===== config.mk =====
export PLATFORM = sky130hd
export DESIGN_NAME = priority_decoder_6x64_seq
export DESIGN_NICKNAME = d
export VERILOG_FILES = /design/src/rtl/priority_decoder_6x64_seq.sv
export SDC_FILE = /design/constraint.sdc
export NUM_CORES = 1
export LEC_CHECK = 0
export ABC_AREA = 1
export CORE_ASPECT_RATIO = 1.1
export CORE_MARGIN = 5
export CORE_UTILIZATION = 55
export CTS_CLUSTER_DIAMETER = 120
export CTS_CLUSTER_SIZE = 28
export DETAILED_ROUTE_END_ITERATION = 8
export HOLD_SLACK_MARGIN = 0.05
export PLACE_DENSITY = 0.88
export SYNTH_ARGS = -nofsm -noshare
export SYNTH_HDL_FRONTEND = slang
export SYNTH_SLANG_ARGS = --single-unit

===== constraint.sdc =====
create_clock -name in_clk -period 4.15 [get_ports in_clk]
set_clock_uncertainty 0.1 [all_clocks]
set_input_delay 0.6225 -clock in_clk [delete_from_list [all_inputs] [get_ports in_clk]]
set_output_delay 0.6225 -clock in_clk [all_outputs]
set_load 0.03 [all_outputs]

===== src/rtl/priority_decoder_6x64_seq.sv =====
// Sequenced 6-to-64 word-line decoder: each accepted index (or a broadcast) drives
// its registered word line for WL_CYCLES cycles, followed by GAP_CYCLES all-zero precharge cycles.
module priority_decoder_6x64_seq #(
   parameter int unsigned WL_CYCLES  = 2,
   parameter int unsigned GAP_CYCLES = 1
) (
   input  logic        in_clk,
   input  logic        in_rst,
   input  logic        in_valid,
   input  logic [5:0]  in_data,
   input  logic        in_bcast,
   output logic        in_ready,
   output logic [63:0] out_data,
   output logic        out_valid
);

   typedef enum logic [1:0] {
      IDLE  = 2'd0,
      DRIVE = 2'd1,
      GAP   = 2'd2
   } state_t;

   // Counter reload values; the gap reload is only ever used when GAP_CYCLES is nonzero
   localparam logic [3:0] WL_LOAD  = 4'(WL_CYCLES - 1);
   localparam logic [3:0] GAP_LOAD = (GAP_CYCLES == 0) ? 4'd0 : 4'(GAP_CYCLES - 1);

   state_t      state;
   state_t      state_next;
   logic [3:0]  count;
   logic [3:0]  count_next;
   logic [63:0] data_next;
   logic        valid_next;
   logic        accept;

   // Ready comes from registered state only; it is also held low while reset is asserted
   assign in_ready = (state == IDLE) && !in_rst;
   assign accept   = in_valid && in_ready;

   always_ff @(posedge in_clk or posedge in_rst) begin
      if (in_rst) begin
         state     <= IDLE;
         count     <= 4'd0;
         out_data  <= 64'd0;
         out_valid <= 1'b0;
      end else begin
         state     <= state_next;
         count     <= count_next;
         out_data  <= data_next;
         out_valid <= valid_next;
      end
   end

   always_comb begin
      state_next = state;
      count_next = count;
      data_next  = out_data;
      valid_next = out_valid;
      case (state)
         IDLE: begin
            if (accept) begin
               state_next = DRIVE;
               count_next = WL_LOAD;
               valid_next = 1'b1;
               data_next  = in_bcast ? {64{1'b1}} : (64'd1 << in_data);
            end
         end
         DRIVE: begin
            if (count == 4'd0) begin
               // Word line drops on the same edge DRIVE is left
               data_next  = 64'd0;
               valid_next = 1'b0;
               if (GAP_CYCLES == 0) begin
                  state_next = IDLE;
                  count_next = 4'd0;
               end else begin
                  state_next = GAP;
                  count_next = GAP_LOAD;
               end
            end else begin
               count_next = count - 4'd1;
            end
         end
         GAP: begin
            data_next  = 64'd0;
            valid_next = 1'b0;
            if (count == 4'd0) begin
               state_next = IDLE;
            end else begin
               count_next = count - 4'd1;
            end
         end
         default: begin
            state_next = IDLE;
            count_next = 4'd0;
            data_next  = 64'd0;
            valid_next = 1'b0;
         end
      endcase
   end

endmodule


* Yosys cells after proc, flatten, opt, wreduce, memory -nomap -nowiden *
Index checks and enable logic that the tools add are counted.

word-level totals
  flip-flop bits (word level) = 71

operators by class
  add/sub/neg operators = 1
  muxes and demuxes = 15
  shift-type cells = 1
  reductions and logical operators = 8
  equality and inequality tests = 6

operators by type and width
  kind                                                                 number
  64-bit 2-to-1 mux                                                    3
  64-bit case mux with 2 select lines                                  1
  1-bit by 6-bit left shift with 64-bit output (first input constant)  1
  4-bit 2-to-1 mux                                                     3
  4-bit case mux with 3 select lines                                   1
  2-bit inequality test (second input constant)                        4
  2-bit 2-to-1 mux                                                     3
  2-bit case mux with 3 select lines                                   1
  4-bit zero test                                                      1
  2-bit AND reduction                                                  2
  4-bit by 1-bit subtractor with 4-bit output (second input constant)  1
  3-bit AND reduction                                                  1
  2-bit by 1-bit == test with 1-bit output (second input constant)     1
  2-bit == test (second input constant)                                1
  1-bit logical AND                                                    2
  2-bit zero test                                                      1
  1-bit 2-to-1 mux                                                     2
  1-bit case mux with 2 select lines                                   1
  1-bit zero test                                                      1

* Longest topological paths before layout *
  depth in word-level cells = 5
  mapped depth = 9

* Worst setup path before layout *
No wires, ideal clock.

  kind = input port to flip-flop
  start point = in in_rst
  end point = reg out_data[0]
  arrival = 2.843 ns
  stages = 8
  setup slack = 1.090 ns
  setup time = 0.117 ns
  buffers on the path = 2
  path through = inv_1 > nand2_1 > nand2_1 > nand2_2 > buf_6 > buf_6 > nand2_1 > nand2_1

on the way
  word-level cells in the longest chain between the ends = 5

ends and longest elaborated chain
  what                                    line  text
  start: declaration                      8     input logic in_rst,
  1-bit zero test (no source line)        --
  1-bit logical AND                       36    assign in_ready = (state == IDLE) && !in_rst;
  1-bit logical AND                       37    assign accept = in_valid && in_ready;
  2-bit inequality test (no source line)  --
  2-bit AND reduction (no source line)    --
  end signal: assignment                  48    out_data <= data_next;
  end: declaration                        13    output logic [63:0] out_data,

Every way passes these cells.
A chain may end at the register's enable or synchronous reset.

* Worst setup path after layout *
  start point = in in_rst
  end point = out in_ready

on the way
  word-level cells in the longest chain between the ends = 2

ends and longest elaborated chain
  what                              line  text
  1-bit zero test (no source line)  --
  1-bit logical AND                 36
  end: declaration                  12    output logic in_ready,

Every way passes these cells.

==> results.ini <==
[outcome]
status=completed

[power]
pwr_density_cell_mw_per_mm2=665
power_mw=3.02
ir_worst_vdd_uv=508
leakage_nw=2.33

[global_route]
grt_usage_pct=23.0
antenna_found_initial=0
grt_overflow_total=0
grt_max_degree=72
grt_pass1_wl_microns=15200
first_global_vias=3314

[final_layout]
drive_gt1_share_pct=5.95
diodes=0
nFillCells=546
area_growth_pct=22.9
layout_commonest_cell=nand2_1
layout_common_cells=264 x nand2_1, 75 x clkdlybuf4s50_1, 71 x dfrtp_1, 41 x nand4_1, 24 x nand3_1
nets=562
final_area_sq_mm=0.00453

[synth]
synth_warnings=0
synth-seq-cells=71
syn_inst=495
synth_top_area_share_pct=48.2
syn_nets=507
syn_area_sq_mm=0.00369
ys_types=23
ys_top_cells_by_area=dfrtp_1 48%, nand2_1 27%, nand4_1 7.0%
yosysSeqAreaShare_pct=48.2
syn_area_per_cell_sq_um=7.45
yosysTopAreaCell=dfrtp_1

[drt]
via_count=3454
firstDrtPassIters=5
final_antenna_net_count=0
dr_wl_met3_microns=648
wl_per_cell_microns=14.2
wl_met1_microns=3840
wirelength_microns=9040
drt_iter0_drc=470
wl_met2_microns=4360
route.detailed.drc=0
top_layer=met4
vias_per_cell=5.42

[floorplanning]
dieWidth_microns=88.1
core_sq_mm=0.00656
dieArea_sq_mm=0.00845
die-height_microns=95.9
rows=31
pin_count=76
initial_core_util_pct=56.3

[critical_path]
start_kind=input pin
end_kind=output pin
cp_max_fo=2
slowest_stage=clkdlybuf4s50_1
cp_data_required_time_ns=3.43
critical_path_class=in -> out
worst_ep_arrival_time_ns=1.90
crit_chain=clkdlybuf4s50_1 > nor2_2 > clkdlybuf4s50_1
r2r_cells=7
crit_top_cell=clkdlybuf4s50_1
critPathMaxStageDelay_ns=0.68

[flow_run]
max_cap_viol_count=0

[clocking]
cts_buffers=9
ctsHoldBuffers=0
cts.reportedPaths.clkPinSlew_ns=0.07
cts_buffer_depth=2
cts_root_buffer=clkbuf_8
post_cts_buffers=0
cts_num_sinks=71
cts_tree=yes
cts_resized=0
insertion_delay_ns=0.34
htreeDepth=3

[timing]
slew_viol_final=0
relSlewSlack_pct=23.0
max_slew.worst_pin.slew_ns=1.15
finalHoldViolCount=0
fin_crit_sh_pct=63.2
final-setup-viol-count=0
timing.hold.ws_ns=0.377
rsz0062_at_grt=false
fin_tns_setup_ns=0
setup_ws_ns=1.53
fin_crit_ns=2.62
fmax_ghz=0.381

[placed_design]
gp_congestion=0.810
placed_cell_area_sq_mm=0.00434
post-dp-hpwl_microns=5730
pre_cts_ws_ns=1.47
io_buffers=75

[worst_hold_path]
hold_depth=2
hold_class=reg -> reg

[worst max-delay path, delay by kind of cell]
family	cells	cell delay, ns
buffers and inverters	2	1.12
and+or+nand+nor	1	0.15
[synth_stat cells, drive strengths merged]
master	number
dfrtp	71
inv	18
buf	20
a21oi	1
clkbuf	15
o21ai	16
ha	2
xor2	1
nand4	41
nand3	24
nand2	268
nor3	1
nor2	17
[kinds of logic after synthesis]
kind of cell               after synthesis  synth area share, %
AOI/OAI and AO/OA                       17                 2.31
buffers and inverters                   53                 8.18
DFF                                     71                 48.2
xor gates and xnor gates                 1                0.237
and+or+nand+nor                        351                 40.4
adders and majority gates                2                0.678
[registers in the layout, indices dropped and copies added, names as in the netlist]
| register | flops |
|---|---|
| state | 2 |
| count | 4 |
| out_data | 64 |
| out_valid | 1 |
[final cells by class]
cell class / instances / area, sq um / area share [%]
Clock buffer: 13 / 149 / 3.29
Tap cell: 82 / 103 / 2.26
Sequential cell: 71 / 1780 / 39.2
Timing Repair Buffer: 79 / 781 / 17.2
Inverter: 18 / 70.1 / 1.55
Clock inverter: 3 / 42.5 / 0.939
Multi-Input combinational cell: 371 / 1610 / 35.5
[metrics by stage]
stage / cells / utilization (%)
after global placement: 621 / 66.2
after floorplan: 495 / -
after global routing: 637 / 69.1
after detailed placement: 621 / 66.2
final: 637 / 69.1
after CTS: 637 / 69.1
[worst paths after layout]
path,to,from,slack [ns]
max in group asynchronous,out_data[51],in_rst,2.55
min,out_valid,out_valid,0.38
max reg2reg,out_data[57],count[0],1.91
max,in_ready,in_rst,1.53
min reg2reg,out_valid,out_valid,0.38
min in group asynchronous,count[0],in_rst,0.81
[layer usage]
layer / vias up / global-route usage, %
met3: 24 / 4.20
met5: - / 0
met1: 1604 / 31.2
met2: 141 / 37.0
li1: 1685 / -
met4: 0 / 8.44
[where the power goes]
part           switching (mW)  internal [mW]
clock network           0.250          0.294
logic                   0.933          0.500
registers               0.136          0.902
Power figures use the tool's default switching activity.
